<file path="src/rtl/fetch_instruction_pkg.sv">
// Shared definitions for the fetch stage: FSM state encoding, opcode
// constants and a small decode helper used when an instruction is presented.
package fetch_instruction_pkg;

  typedef enum logic [1:0] {
    FETCH   = 2'd0,
    WAIT    = 2'd1,
    PRESENT = 2'd2,
    HALTED  = 2'd3
  } fetch_state_t;

  localparam logic [4:0]  OP_HALT   = 5'b00000;
  localparam logic [15:0] NOP_INSTR = 16'h0800;
  localparam logic [15:0] PC_STEP   = 16'h0002;

  // True when the word carries the HALT opcode in its top five bits.
  function automatic logic is_halt(input logic [15:0] word);
    return word[15:11] == OP_HALT;
  endfunction

endpackage

</file>
<file path="src/rtl/fetch_pc_reg.sv">
// Program counter register: loads either the redirect target or PC+2 when
// enabled, and returns to RESET_PC on an asynchronous reset.
module fetch_pc_reg #(
  parameter logic [15:0] RESET_PC = 16'h0000
) (
  input  logic        clk,
  input  logic        rst,
  input  logic        load_en,
  input  logic        sel_redirect,
  input  logic [15:0] redirect_pc,
  input  logic [15:0] pc_plus2,
  output logic [15:0] pc
);

  logic [15:0] pc_reg;
  logic [15:0] pc_next;

  // Redirect target takes precedence over sequential advance.
  always_comb begin
    pc_next = sel_redirect ? redirect_pc : pc_plus2;
  end

  // PC state; only changes when the fetch FSM asks for a load.
  always_ff @(posedge clk or posedge rst) begin
    if (rst) begin
      pc_reg <= RESET_PC;
    end else if (load_en) begin
      pc_reg <= pc_next;
    end
  end

  assign pc = pc_reg;

endmodule

</file>
<file path="src/rtl/rca_16b.sv">
// 16-bit ripple-carry adder. The carry out of bit 15 is dropped, so the sum
// wraps modulo 2^16.
module rca_16b (
  input  logic [15:0] a,
  input  logic [15:0] b,
  input  logic        cin,
  output logic [15:0] sum
);

  logic [15:0] carry;

  assign carry[0] = cin;

  for (genvar gi = 0; gi < 16; gi++) begin : g_fa
    assign sum[gi] = a[gi] ^ b[gi] ^ carry[gi];
    if (gi < 15) begin : g_carry
      assign carry[gi+1] = (a[gi] & b[gi]) | (carry[gi] & (a[gi] ^ b[gi]));
    end
  end

endmodule

</file>
<file path="src/rtl/fetch_instruction.sv">
// Fetch stage: issues instruction-memory reads from the PC, presents the
// returned word with PC+2 to decode, follows execute-stage redirects (squashing
// a read already in flight) and stops after a HALT or an odd redirect target.
module fetch_instruction #(
  parameter logic [15:0] RESET_PC  = 16'h0000,
  parameter logic [15:0] NOP_INSTR = fetch_instruction_pkg::NOP_INSTR
) (
  input  logic        clk,
  input  logic        rst,
  input  logic        redirect,
  input  logic [15:0] redirect_PC,
  input  logic        stall,
  output logic [15:0] mem_addr,
  output logic        mem_rd,
  input  logic        mem_stall,
  input  logic        mem_done,
  input  logic [15:0] mem_data_in,
  output logic [15:0] instr,
  output logic [15:0] next_PC_normal,
  output logic        instr_valid,
  output logic        halted,
  output logic        err
);

  import fetch_instruction_pkg::*;

  fetch_state_t state_reg;
  logic         squash_reg;
  logic [15:0]  instr_reg;
  logic [15:0]  next_pc_reg;
  logic         instr_valid_reg;
  logic         halted_reg;
  logic         err_reg;
  logic         mem_rd_reg;

  logic [15:0]  pc;
  logic [15:0]  pc_plus2;
  logic         pc_load_en;
  logic         accept_data;

  // A returning word is kept only when it belongs to the current path.
  always_comb begin
    accept_data = (state_reg == WAIT) && mem_done && !squash_reg;
    pc_load_en  = redirect || accept_data;
  end

  rca_16b u_pc_adder (
    .a   (pc),
    .b   (PC_STEP),
    .cin (1'b0),
    .sum (pc_plus2)
  );

  fetch_pc_reg #(
    .RESET_PC (RESET_PC)
  ) u_pc_reg (
    .clk          (clk),
    .rst          (rst),
    .load_en      (pc_load_en),
    .sel_redirect (redirect),
    .redirect_pc  (redirect_PC),
    .pc_plus2     (pc_plus2),
    .pc           (pc)
  );

  // Fetch FSM with registered outputs; redirect overrides every state.
  always_ff @(posedge clk or posedge rst) begin
    if (rst) begin
      state_reg       <= FETCH;
      squash_reg      <= 1'b0;
      instr_reg       <= NOP_INSTR;
      next_pc_reg     <= 16'h0000;
      instr_valid_reg <= 1'b0;
      halted_reg      <= 1'b0;
      err_reg         <= 1'b0;
      mem_rd_reg      <= 1'b0;
    end else if (redirect) begin
      instr_reg       <= NOP_INSTR;
      instr_valid_reg <= 1'b0;
      if (redirect_PC[0]) begin
        // Odd target cannot be fetched: flag it and stop.
        err_reg    <= 1'b1;
        halted_reg <= 1'b1;
        state_reg  <= HALTED;
        squash_reg <= 1'b0;
        mem_rd_reg <= 1'b0;
      end else if (state_reg == WAIT && !mem_done) begin
        // The outstanding read cannot be cancelled; drop it when it lands.
        squash_reg <= 1'b1;
        halted_reg <= 1'b0;
        mem_rd_reg <= 1'b0;
      end else begin
        squash_reg <= 1'b0;
        halted_reg <= 1'b0;
        state_reg  <= FETCH;
        mem_rd_reg <= 1'b1;
      end
    end else begin
      case (state_reg)
        FETCH: begin
          if (!mem_rd_reg) begin
            // First cycle out of reset: raise the request.
            mem_rd_reg <= 1'b1;
          end else if (!mem_stall) begin
            mem_rd_reg <= 1'b0;
            state_reg  <= WAIT;
          end
        end
        WAIT: begin
          if (mem_done) begin
            if (squash_reg) begin
              squash_reg <= 1'b0;
              mem_rd_reg <= 1'b1;
              state_reg  <= FETCH;
            end else begin
              instr_reg       <= mem_data_in;
              next_pc_reg     <= pc_plus2;
              instr_valid_reg <= 1'b1;
              state_reg       <= PRESENT;
            end
          end
        end
        PRESENT: begin
          if (!stall) begin
            instr_valid_reg <= 1'b0;
            instr_reg       <= NOP_INSTR;
            if (is_halt(instr_reg)) begin
              halted_reg <= 1'b1;
              state_reg  <= HALTED;
            end else begin
              mem_rd_reg <= 1'b1;
              state_reg  <= FETCH;
            end
          end
        end
        default: begin
          // HALTED: parked until reset or redirect.
          mem_rd_reg <= 1'b0;
        end
      endcase
    end
  end

  assign mem_addr       = pc;
  assign mem_rd         = mem_rd_reg;
  assign instr          = instr_reg;
  assign next_PC_normal = next_pc_reg;
  assign instr_valid    = instr_valid_reg;
  assign halted         = halted_reg;
  assign err            = err_reg;

endmodule

</file>
<file path="config.mk">
export PLATFORM = sky130hd
export DESIGN_NAME = fetch_instruction
export DESIGN_NICKNAME = d
export VERILOG_FILES = /design/src/rtl/fetch_instruction_pkg.sv /design/src/rtl/fetch_pc_reg.sv /design/src/rtl/rca_16b.sv /design/src/rtl/fetch_instruction.sv
export SDC_FILE = /design/constraint.sdc
export NUM_CORES = 1
export LEC_CHECK = 0
export CAP_MARGIN = 30
export CELL_PAD_IN_SITES_DETAIL_PLACEMENT = 0
export CELL_PAD_IN_SITES_GLOBAL_PLACEMENT = 1
export CORE_UTILIZATION = 38
export CTS_CLUSTER_DIAMETER = 200
export DETAILED_ROUTE_END_ITERATION = 12
export GPL_ROUTABILITY_DRIVEN = 0
export PLACE_DENSITY = 0.81
export SLEW_MARGIN = 20
export SYNTH_ARGS = -nofsm -noshare
export SYNTH_HDL_FRONTEND = slang
export SYNTH_SLANG_ARGS = --single-unit
</file>
<file path="constraint.sdc">
create_clock -name clk -period 4.9 [get_ports clk]
set_clock_uncertainty 0.15 [all_clocks]
set_input_delay 0.98 -clock clk [delete_from_list [all_inputs] [get_ports clk]]
set_output_delay 0.98 -clock clk [all_outputs]
set_load 0.03 [all_outputs]
</file>
# Word level (Yosys, flattened, before mapping)

Index checks and enable logic that the tools add are counted.

Equal/unequal tests: 11
Bitwise operators: 30
Reduce and logical (&&, ||, !) cells: 22
Muxes and demuxes: 41

Operators with widths:

| operator             | count |
|---|---|
| $mux W16             | 5 |
| $pmux W16 S2         | 1 |
| $ne A3 B3 Y1 const B | 8 |
| $mux W1              | 23 |
| $mux W2              | 9 |
| $xor A1 B1 Y1        | 14 |
| $and A1 B1 Y1        | 13 |
| $reduce_and A4 Y1    | 3 |
| $reduce_bool A2 Y1   | 4 |
| $pmux W2 S3          | 1 |
| $reduce_and A2 Y1    | 3 |
| $reduce_and A6 Y1    | 1 |
| $logic_not A5 Y1     | 1 |
| $reduce_bool A4 Y1   | 1 |
| $logic_and A1 B1 Y1  | 3 |
| $not A1 Y1           | 3 |
| $pmux W1 S3          | 1 |
| $reduce_and A3 Y1    | 1 |
| $reduce_bool A3 Y1   | 1 |
| $eq A2 B1 Y1 const B | 1 |
| $eq A2 B2 Y1 const B | 1 |
| $logic_not A1 Y1     | 2 |
| $logic_not A2 Y1     | 1 |
| $ne A2 B2 Y1 const B | 1 |
| other kinds (2)      | 2 |

Register bits: 55
Output and inout bits: 52
Input bits: 38
Word-level logic and storage cells: 114

# Longest topological paths before layout

Gate-level depths: netlist of run 1.

Word-level depth: 15
Gate-level depth with buffers: 16

# Modules after synthesis

A second synthesis of run 1 with hierarchy kept.

Cell total of the unflattened synthesis: 222
Area total of the unflattened synthesis: 2844.0 um^2

Modules (own cells, without submodules):

| module            | cells an instance | sequential area each (um^2) | area an instance (um^2) | times used |
|---|---|---|---|---|
| fetch_instruction | 131               | 977.2                       | 1751.7                  | 1 |
| fetch_pc_reg      | 70                | 400.4                       | 749.5                   | 1 |
| rca_16b           | 21                | 0.0                         | 342.8                   | 1 |

# Worst setup path after synthesis of run 1

Ideal clock, no wire load.

Path kind: reg2reg
From: register u_pc_reg.pc_reg[1] (netlist: u_pc_reg.pc[1])
To: register u_pc_reg.pc_reg[15] (netlist: u_pc_reg.pc[15])
Path slack: 1.435 ns
Setup time: 0.083 ns
Arrival time: 3.233 ns
Period minus slack after synthesis: 3.465 ns
Required time: 4.667 ns
Stages on the path, launching flop included: 17
Path through: dfrtp_1 -> ha_1 -> ha_1 -> ha_1 -> ha_1 -> ha_1 -> ha_1 -> ha_1 -> ha_1 -> ha_1 -> ha_1 -> ha_1 -> ha_1 -> ha_1 -> and3_1 -> xnor2_1 -> o21ai_0

Cells in the longest elaborated chain, start to end: 15

Ends and longest elaborated chain:

| what                        | RTL line           | text |
|---|---|---|
| from (decl)                 | fetch_pc_reg.sv:15 | `logic [15:0] pc_reg;` |
| from (signal assigned)      | fetch_pc_reg.sv:28 | `pc_reg <= pc_next;` |
| $and A1 B1 Y1 (13 in a row) | rca_16b.sv:17      | `assign carry[gi+1] = (a[gi] & b[gi]) \| (carry[gi] & (a[gi] ^ b[gi]));` |
| $xor A1 B1 Y1               | rca_16b.sv:15      | `assign sum[gi] = a[gi] ^ b[gi] ^ carry[gi];` |
| $mux W16                    | fetch_pc_reg.sv:20 | `pc_next = sel_redirect ? redirect_pc : pc_plus2;` |

No other way between the ends.
A chain may end at the register's enable or synchronous reset.

# Worst setup path in the final report of run 1

Same ends and word-level chain as after synthesis.

==> results.cfg, run 1 <==
[status]
outcome = complete, no violations

[place]
port_buffers = 89
dp_hpwl_um = 4150
placed_area_um2 = 3630

[detailed_routing]
wl_per_cell_um = 14.2
route.detailed.drc = 0
wirelength_um = 5680
ant_nets = 0
vias_per_cell = 4.81
via_count = 1924
drtIter0Drc = 60
drt_first_pass_iters = 4

[timing]
hold_viol = 0
finalSetupTns_ns = 0
min_period_ns = 3.50
slew_violations = 0
rsz0062_at_grt = no
slew_headroom = 0.410
fmax_ghz = 0.286
fin_crit_sh = 0.715
worst_pin_slew_ns = 0.881
setup-violations-final = 0

[critical_path]
cpPeakStageDelay_ns = 0.43
cpMostUsedCell = ha_1
r2r_slack_ns = 1.40
worstPathCellList = ha_1, ha_1, ha_1, ha_1, ha_1, ha_1, ha_1, ha_1, ha_1, ha_1, ha_1, ha_1, ha_1, and3_1, xnor2_1, o21ai_0
critPathMaxFanout = 4
start_kind = register
r2r-start = u_pc_reg.pc[1]$_DFFE_PP0N_
crit_type = register to register
reg2reg_depth = 16
cp_data_required_time_ns = 4.94
arrival_ns = 3.54
r2r_end = u_pc_reg.pc[15]$_DFFE_PP0N_
critPathSlowestCell = dfrtp_1
critPathCaptureType = register

[power]
pwr-share-seq = 0.358
powerDensity_nw_per_um2 = 499
switchingPower_w = 0.000733
ir_drop_mv = 0.243
p_clk_frac = 0.144
p_int_w = 0.00113
leakage_nw = 1.72
combinationalPowerShare = 0.498
netSwitchingFraction = 0.395

[floorplanning]
fp.dieArea_um2 = 7350
initial_core_util = 0.392
fp.dieH_um = 85.7
io_pins = 90
core.rowCount = 30
core-area_um2 = 6790
die_w_um = 85.7

[min_path]
holdCritPathClass = register to register
hp-start = err$_DFFE_PP0P_
hold_depth = 1
hold_path_end = err$_DFFE_PP0P_

[cts]
clockBufferDepth = 2
cts_tree = done
cts.repair.resized = 0
cts_setup_buffers = 0
insertion_delay_ns = 0.31
h-tree-depth = 2
cts_hold_buf = 0
cts-root-buf = clkbuf_8
path_clk_slew_ns = 0.10
cts_inserted_buffers = 5
cts_sinks = 55

[synth]
yosysMostFrequentCell = dfrtp_1
async_flop_share = 1.00
synth_nets = 269
synth_common_cells = dfrtp_1 (54), nand2_1 (18), o21ai_0 (18), ha_1 (17), mux2i_1 (13)
synth_ff_type = dfrtp_1
yosysWarnings = 0
yosysSeqAreaShare = 0.517
ys_types = 38
synth_enable_flop_cells = 0
yosys.area.top_type = dfrtp_1
synth_cells = 214
synth-seq-cells = 55
syn_avg_cell_area_um2 = 12.4
synth_top_area_frac = 0.508
yosys-top-cells-area = dfrtp_1 (51%), ha_1 (8.0%), mux2i_1 (4.9%), mux2_2 (4.2%), a22o_2 (3.4%)
syn_area_um2 = 2660

[finish]
fillers = 606
area.growth.synth_to_final_pct = 39.8
design_area_um2 = 3720
fin_nets = 358
antenna-diode-count = 0
drive_gt1_frac = 0.148

[global_routing]
grt.total_usage = 0.167
grt_overflow = 0
grt_pass1_wl_um = 9660
first_global_vias = 1920
grt_max_degree = 44
antenna_found_initial = 0

[job]
maxCapViolations = 0
[worst max-delay path: cells and delay by family, from the launching register on]
kind / cells / cell delay [ns]
and+or+nand+nor: 1 / 0.18
AOI/OAI and AO/OA: 1 / 0.08
adders and majority gates: 13 / 2.44
DFF: 1 / 0.43
xor gates and xnor gates: 1 / 0.11
[worst max-delay path by stage]
stage,startpoint,to,slack (ns),cells past startpoint
after floorplan,u_pc_reg.pc[1]$_DFFE_PP0N_,u_pc_reg.pc[15]$_DFFE_PP0N_,1.43,16
after global placement,u_pc_reg.pc[1]$_DFFE_PP0N_,u_pc_reg.pc[15]$_DFFE_PP0N_,1.44,16
after detailed placement,u_pc_reg.pc[1]$_DFFE_PP0N_,u_pc_reg.pc[15]$_DFFE_PP0N_,1.42,16
after CTS,u_pc_reg.pc[1]$_DFFE_PP0N_,u_pc_reg.pc[15]$_DFFE_PP0N_,1.38,16
after global routing,u_pc_reg.pc[1]$_DFFE_PP0N_,u_pc_reg.pc[15]$_DFFE_PP0N_,1.18,16
final,u_pc_reg.pc[1]$_DFFE_PP0N_,u_pc_reg.pc[15]$_DFFE_PP0N_,1.40,16
[power groups by stage]
| stage | registers [W] | logic (W) | clock network, W |
|---|---|---|---|
| final | 0.000665 | 0.000926 | 0.000267 |
| after global routing | 0.000684 | 0.000995 | 0.000298 |
| after CTS | 0.000669 | 0.000936 | 0.000277 |
| after detailed placement | 0.000676 | 0.000932 | 0 |
| after global placement | 0.000672 | 0.000922 | 0 |
| after floorplan | 0.000895 | 0.000383 | 0 |
[per-layer routing]
layer / track usage / up-vias / routed length [um]
li1: - / 933 / -
met1: 0.247 / 930 / 2690
met2: 0.247 / 55 / 2620
met3: 0.0346 / 6 / 295
met4: 0.0455 / 0 / 72
met5: 0 / - / 0
[layout make-up]
cell class | count | area [um2] | share of cell area
flip-flops and latches | 55 | 1380 | 0.370
multi-input cells | 142 | 1170 | 0.313
repair buffers | 93 | 941 | 0.253
well taps | 96 | 120 | 0.0323
clock buffers | 6 | 82.6 | 0.0222
inverters | 6 | 22.5 | 0.00605
clock inverters | 2 | 13.8 | 0.00370
[per-stage QoR]
stage	setup WS [ns]	hold slack (ns)	std cells	power (W)	util
finish	1.40	0.325	400	0.00186	0.548
global route	1.18	0.379	400	0.00198	0.548
CTS	1.38	0.335	400	0.00188	0.548
detailed placement	1.42	0.310	392	0.00161	0.534
global placement	1.44	0.302	391	0.00159	0.530
floorplan	1.43	0.349	214	0.00128	-
[cells in the final DEF, fill, tap and decap left out, types with 2 or more instances in the layout]
| cell | netlist | layout |
|---|---|---|
| clkdlybuf4s50_1 | 0 | 89 |
| dfrtp_1 | 54 | 54 |
| nand2_1 | 18 | 18 |
| o21ai_0 | 18 | 18 |
| ha_1 | 17 | 17 |
| mux2i_1 | 13 | 13 |
| mux2_2 | 10 | 10 |
| a22o_2 | 9 | 9 |
| a21oi_1 | 8 | 8 |
| nand2b_1 | 6 | 6 |
| nor2_1 | 6 | 6 |
| mux2_4 | 6 | 6 |
| a22o_1 | 6 | 6 |
| clkbuf_8 | 0 | 6 |
| inv_1 | 6 | 5 |
| nor2b_1 | 4 | 4 |
| nand3b_1 | 3 | 3 |
| buf_4 | 2 | 3 |
| xnor2_1 | 2 | 2 |
[cells by family (layout without fill, tap and decap cells)]
kind of cell	count (synthesis)	count (layout)	share of synthesized area
AOI/OAI and AO/OA	46	46	0.119
xor gates and xnor gates	3	3	0.00987
adders and majority gates	17	17	0.0799
buffers and inverters	17	107	0.0446
DFF	55	55	0.517
muxes	29	29	0.125
and+or+nand+nor	47	47	0.104
No activity file was read; power rests on OpenSTA's default activity.
==> run 2, diff against run 1 <==
--- a/config.mk
+++ b/config.mk
@@ -8,11 +8,11 @@
 export CAP_MARGIN = 30
 export CELL_PAD_IN_SITES_DETAIL_PLACEMENT = 0
 export CELL_PAD_IN_SITES_GLOBAL_PLACEMENT = 1
-export CORE_UTILIZATION = 38
+export CORE_UTILIZATION = 32
 export CTS_CLUSTER_DIAMETER = 200
 export DETAILED_ROUTE_END_ITERATION = 12
 export GPL_ROUTABILITY_DRIVEN = 0
-export PLACE_DENSITY = 0.81
+export PLACE_DENSITY = 0.72
 export SLEW_MARGIN = 20
 export SYNTH_ARGS = -nofsm -noshare
 export SYNTH_HDL_FRONTEND = slang
==> constraint.sdc (replaced) <==
create_clock -name clk -period 2.94 [get_ports clk]
set_clock_uncertainty 0.15 [all_clocks]
set_input_delay 0.588 -clock clk [delete_from_list [all_inputs] [get_ports clk]]
set_output_delay 0.588 -clock clk [all_outputs]
set_load 0.03 [all_outputs]
==> run 2 against run 1 <==
Cell area grew 7.2%. The flow now finishes with violations (negative setup slack). Global-route usage down 1.9 points. Routed wire length is 8.9% higher. Flip-flop and latch count stayed put. Critical path type unchanged. Register-to-register slack got worse by 1.5 ns. Clock power up 120%. Clock-buffer cell count down 1. First-iteration DRC count fell by 25%. Setup slack worse by 1.5 ns. Utilization shrank 4.2 points.
==> results.cfg, run 2 (synthesis results as in run 1) <==
[power]
p_int_w = 0.00207
p_clk_frac = 0.178
switchingPower_w = 0.00126
combinationalPowerShare = 0.485
ir_drop_mv = 0.376
leakage_nw = 1.75
powerDensity_nw_per_um2 = 835
pwr-share-seq = 0.338
netSwitchingFraction = 0.378

[timing]
slew_violations = 0
finalSetupTns_ns = -0.425
timing.hold.ws_ns = 0.327
slew_headroom = 0.538
fmax_ghz = 0.324
setup-violations-final = 4
fin_crit_sh = 1.05
rsz0062_at_grt = yes
worst_pin_slew_ns = 0.693
hold_viol = 0
min_period_ns = 3.09
setup_ws_ns = -0.145

[floorplanning]
io_pins = 90
core.rowCount = 32
core-area_um2 = 7890
fp.dieH_um = 93.2
fp.dieArea_um2 = 8690
initial_core_util = 0.338
die_w_um = 93.2

[global_routing]
met3_usage = 0.0252
grt_use_met1 = 0.204
grt_util_met2 = 0.238
grt_pass1_wl_um = 9890
grt.total_usage = 0.147
first_global_vias = 1916
grt_overflow = 0
grt_max_degree = 33
antenna_found_initial = 0
busiest_layer = met2

[detailed_routing]
route.detailed.drc = 0
wirelength_um = 6180
drtIter0Drc = 45
vias_per_cell = 4.69
via_count = 1928
ant_nets = 0
drt_first_pass_iters = 4
wl_per_cell_um = 15.0

[critical_path]
critPathSlowestCell = dfrtp_2
start_kind = register
worstPathCellList = ha_4, ha_4, ha_4, ha_4, ha_4, ha_4, ha_4, ha_4, ha_4, ha_4, ha_4, ha_4, ha_4, buf_4, xnor2_2, a21oi_2
cpPeakStageDelay_ns = 0.44
critPathCaptureType = register
arrival_ns = 3.12
crit_type = register to register
cp_num_buf_inv = 1
cpMostUsedCell = ha_4
r2r_slack_ns = -0.15
cp_data_required_time_ns = 2.98
r2r_end = next_PC_normal[15]$_DFFE_PP0P_
critPathMaxFanout = 2
r2r-start = u_pc_reg.pc[2]$_DFFE_PP0N_
reg2reg_depth = 16
critical-path-top-delay-family = adder cells

[finish]
design_area_um2 = 3990
mostFrequentLayoutCell = clkdlybuf4s50_1
layout_common_cells = clkdlybuf4s50_1 (88), dfrtp_1 (52), nand2_1 (18)
fillers = 719
area.growth.synth_to_final_pct = 50.0
drive_gt1_frac = 0.227
utilization = 0.506
stdcell_count = 411
antenna-diode-count = 0
fin_nets = 363

[cts]
cts_setup_buffers = 0
clockBufferDepth = 2
cts_hold_buf = 0
cts-root-buf = clkbuf_8
cts_inserted_buffers = 5
cts_sinks = 55
path_clk_slew_ns = 0.10
h-tree-depth = 2
insertion_delay_ns = 0.30
cts_tree = done

[place]
placed_area_um2 = 3830
dp_cells = 403
port_buffers = 89
dp_hpwl_um = 4480

[status]
outcome = finished, violations left
violations = negative setup slack

[min_path]
hold_path_end = err$_DFFE_PP0P_
holdCritPathClass = register to register
hp-start = err$_DFFE_PP0P_
hold_depth = 1

[job]
maxCapViolations = 0
## run 2: cell type report
| type | instances | area, um2 | share of cell area |
|---|---|---|---|
| clock buffers | 5 | 68.8 | 0.0172 |
| clock inverters | 3 | 67.6 | 0.0169 |
| inverters | 6 | 22.5 | 0.00564 |
| multi-input cells | 142 | 1360 | 0.341 |
| flip-flops and latches | 55 | 1380 | 0.346 |
| well taps | 102 | 128 | 0.0320 |
| repair buffers | 98 | 966 | 0.242 |
## run 2: how the worst max path moves through the flow
stage / cells after the start / startpoint / slack (ns) / to
6_report: 16 / u_pc_reg.pc[2]$_DFFE_PP0N_ / -0.15 / next_PC_normal[15]$_DFFE_PP0P_
5_1_grt: 16 / u_pc_reg.pc[2]$_DFFE_PP0N_ / -0.24 / u_pc_reg.pc[15]$_DFFE_PP0N_
4_1_cts: 16 / u_pc_reg.pc[2]$_DFFE_PP0N_ / -0.16 / u_pc_reg.pc[15]$_DFFE_PP0N_
3_5_place_dp: 16 / u_pc_reg.pc[2]$_DFFE_PP0N_ / -0.14 / u_pc_reg.pc[15]$_DFFE_PP0N_
3_3_place_gp: 16 / u_pc_reg.pc[2]$_DFFE_PP0N_ / -0.1 / u_pc_reg.pc[15]$_DFFE_PP0N_
2_1_floorplan: 16 / u_pc_reg.pc[1]$_DFFE_PP0N_ / -0.16 / u_pc_reg.pc[15]$_DFFE_PP0N_
## run 2: metrics by stage
step	power, W	setup WS, ns
detailed placement	0.00276	-0.136
global placement	0.00275	-0.0978
floorplan	0.00218	-0.157
global route	0.00354	-0.241
finish	0.00334	-0.145
CTS	0.00338	-0.156
## run 2: per-layer routing
| metal | wire [um] | part of all wire | up-vias |
|---|---|---|---|
| li1 | - | - | 943 |
| met5 | 0 | 0 | - |
| met1 | 2940 | 0.48 | 945 |
| met2 | 3010 | 0.49 | 38 |
| met3 | 185 | 0.030 | 2 |
| met4 | 47 | 0.0076 | 0 |
## run 2: power by group through the flow
stage                     clock network (W)  registers [W]  logic (W)
after floorplan                           0        0.00151   0.000667
after global placement                    0        0.00114    0.00161
after detailed placement                  0        0.00114    0.00162
after CTS                          0.000620        0.00113    0.00163
after global routing               0.000647        0.00115    0.00174
final                              0.000592        0.00113    0.00162
## run 2: timing repair
| item | CTS | global route |
|---|---|---|
| gates resized for setup | 1 | 3 |
| pin swaps | 3 | 1 |
| gates cloned | 0 | 0 |
| endpoints found under the setup margin | 4 | 6 |
==> run 3, diff against run 2 <==
--- a/config.mk
+++ b/config.mk
@@ -8,8 +8,9 @@
 export CAP_MARGIN = 30
 export CELL_PAD_IN_SITES_DETAIL_PLACEMENT = 0
 export CELL_PAD_IN_SITES_GLOBAL_PLACEMENT = 1
+export CORE_ASPECT_RATIO = 2
 export CORE_UTILIZATION = 32
-export CTS_CLUSTER_DIAMETER = 200
+export CTS_CLUSTER_DIAMETER = 150
 export DETAILED_ROUTE_END_ITERATION = 12
 export GPL_ROUTABILITY_DRIVEN = 0
 export PLACE_DENSITY = 0.72
==> run 3 against run 2 <==
The flow still finishes with violations (negative setup slack). Total power grew 0.42%. Hold slack worse by 0.0043 ns. Maximum frequency up 1.2%. Combinational power is essentially flat. Cell area decreased by 0.56%. Clock power grew 2%. Die area up 0.26%. Flip-flop and latch count stayed put. Sequential power is essentially flat. Critical path depth unchanged. Sequential share of layout area up 0.20 points. Clock-buffer cell count grew 2.
==> results.cfg, run 3 (synthesis results as in run 1) <==
[timing]
fin_crit_sh = 1.04
hold_viol = 0
slew_headroom = 0.561
setup_ws_ns = -0.110
worst_pin_slew_ns = 0.657
min_period_ns = 3.05
setup-violations-final = 4
rsz0062_at_grt = yes
slew_violations = 0
fmax_ghz = 0.328

[cts]
cts-root-buf = clkbuf_16
clockBufferDepth = 2
cts_sinks = 55
path_clk_slew_ns = 0.07
insertion_delay_ns = 0.29
cts_hold_buf = 0
cts_inserted_buffers = 5
cts_setup_buffers = 0
h-tree-depth = 2
cts_tree = done

[finish]
design_area_um2 = 3970
stdcell_count = 403
antenna-diode-count = 0
layout_common_cells = clkdlybuf4s50_1 (88), dfrtp_1 (52), nand2_1 (18)
fin_nets = 361
area.growth.synth_to_final_pct = 49.1
drive_gt1_frac = 0.212
mostFrequentLayoutCell = clkdlybuf4s50_1

[detailed_routing]
wirelength_um = 6200
via_count = 1944
drtIter0Drc = 53
ant_nets = 0
vias_per_cell = 4.82
drt_first_pass_iters = 4
route.detailed.drc = 0
wl_per_cell_um = 15.4

[critical_path]
arrival_ns = 3.12
critPathMaxFanout = 2
cpMostUsedCell = ha_4
startpoint = u_pc_reg.pc[1]$_DFFE_PP0N_
cpPeakStageDelay_ns = 0.42
critPathCaptureType = register
start_kind = register
critPathSlowestCell = dfrtp_2
r2r-start = u_pc_reg.pc[1]$_DFFE_PP0N_
cp_data_required_time_ns = 3.01
worstPathCellList = ha_4, ha_4, ha_4, ha_4, ha_4, ha_4, ha_4, ha_4, ha_4, ha_4, ha_4, ha_4, ha_4, and3_4, xnor2_2, o21ai_1
crit_type = register to register

[power]
ir_drop_mv = 0.394
finalPower_w = 0.00335
leakage_nw = 1.74
powerDensity_nw_per_um2 = 844

[global_routing]
grt_overflow = 0
first_global_vias = 2110
antenna_found_initial = 0
grt.total_usage = 0.156
grt_pass1_wl_um = 10100
grt_max_degree = 38

[place]
dp_cells = 395
dp_hpwl_um = 4740
port_buffers = 89
placed_area_um2 = 3810

[floorplanning]
core-area_um2 = 8000
fp.dieH_um = 131
initial_core_util = 0.333
die_w_um = 66.5
core.rowCount = 46
fp.dieArea_um2 = 8710
io_pins = 90

[status]
outcome = finished, violations left
violations = negative setup slack

[min_path]
hp-start = instr[11]$_DFFE_PP1P_
holdCritPathClass = register to register

[job]
maxCapViolations = 0
-- run 3: cell types whose count changed in the layout (fill, tap and decap cells not counted), sizes merged --
cell	change
buf	-2
clkinvlp	-1
clkbuf	+2
bufinv	-2
clkinv	+1
-- run 3: repair_timing --
item,4_1_cts,5_1_grt
setup endpoints to repair,4,4
pin swaps,3,0
resized for setup,1,0
-- run 3: final timing paths --
kind	to	slack, ns	depth (start not counted)
max	u_pc_reg.pc[15]$_DFFE_PP0N_	-0.11	16
min	instr[11]$_DFFE_PP1P_	0.32	2
max reg2reg	u_pc_reg.pc[15]$_DFFE_PP0N_	-0.11	16
min reg2reg	instr[11]$_DFFE_PP1P_	0.32	2
max in group asynchronous	u_pc_reg.pc[2]$_DFFE_PP0N_	1.64	3
min in group asynchronous	instr[10]$_DFFE_PP0P_	0.45	2
-- run 3: worst max-delay path, delay by kind of cell (launching register included) --
kind / cells / cell delay (ns)
simple gates: 1 / 0.15
fa+ha+maj: 13 / 2.03
flops: 1 / 0.42
xor+xnor: 1 / 0.12
compound gates: 1 / 0.11
-- run 3: area by class of cell --
type | instances | area, um2
Multi-Input combinational cell | 142 | 1350
Timing Repair Buffer | 96 | 951
Inverter | 6 | 22.5
Fill cell | 731 | 4030
Clock inverter | 1 | 8.76
Tap cell | 96 | 120
Sequential cell | 55 | 1380
Clock buffer | 7 | 143
-- run 3: where the power goes --
part           total (W)  leakage (nW)  internal (W)  switching, W
logic            0.00161         0.983      0.000759      0.000856
registers        0.00113         0.687      0.000970      0.000162
clock network   0.000602        0.0741      0.000341      0.000261
total            0.00335          1.74       0.00207       0.00128
-- run 3: metal layers --
metal  routed length [um]  global-route usage  share of wire  vias up
li1                     -                   -              -      934
met1                 2250               0.161           0.36      941
met2                 3490               0.285           0.56       59
met3                  299              0.0382          0.048       10
met4                  150              0.0738          0.024        0
met5                    0                   0              0        -
-- run 3: through the flow --
| step | TNS, ns | hold WS [ns] | setup slack [ns] | util |
|---|---|---|---|---|
| after floorplan | -0.322 | 0.349 | -0.157 | - |
| after global placement | -0.150 | 0.312 | -0.104 | 0.476 |
| after detailed placement | -0.260 | 0.317 | -0.142 | 0.476 |
| after CTS | -0.279 | 0.327 | -0.126 | 0.496 |
| after global routing | -0.585 | 0.354 | -0.201 | 0.496 |
| final | -0.214 | 0.323 | -0.110 | 0.496 |
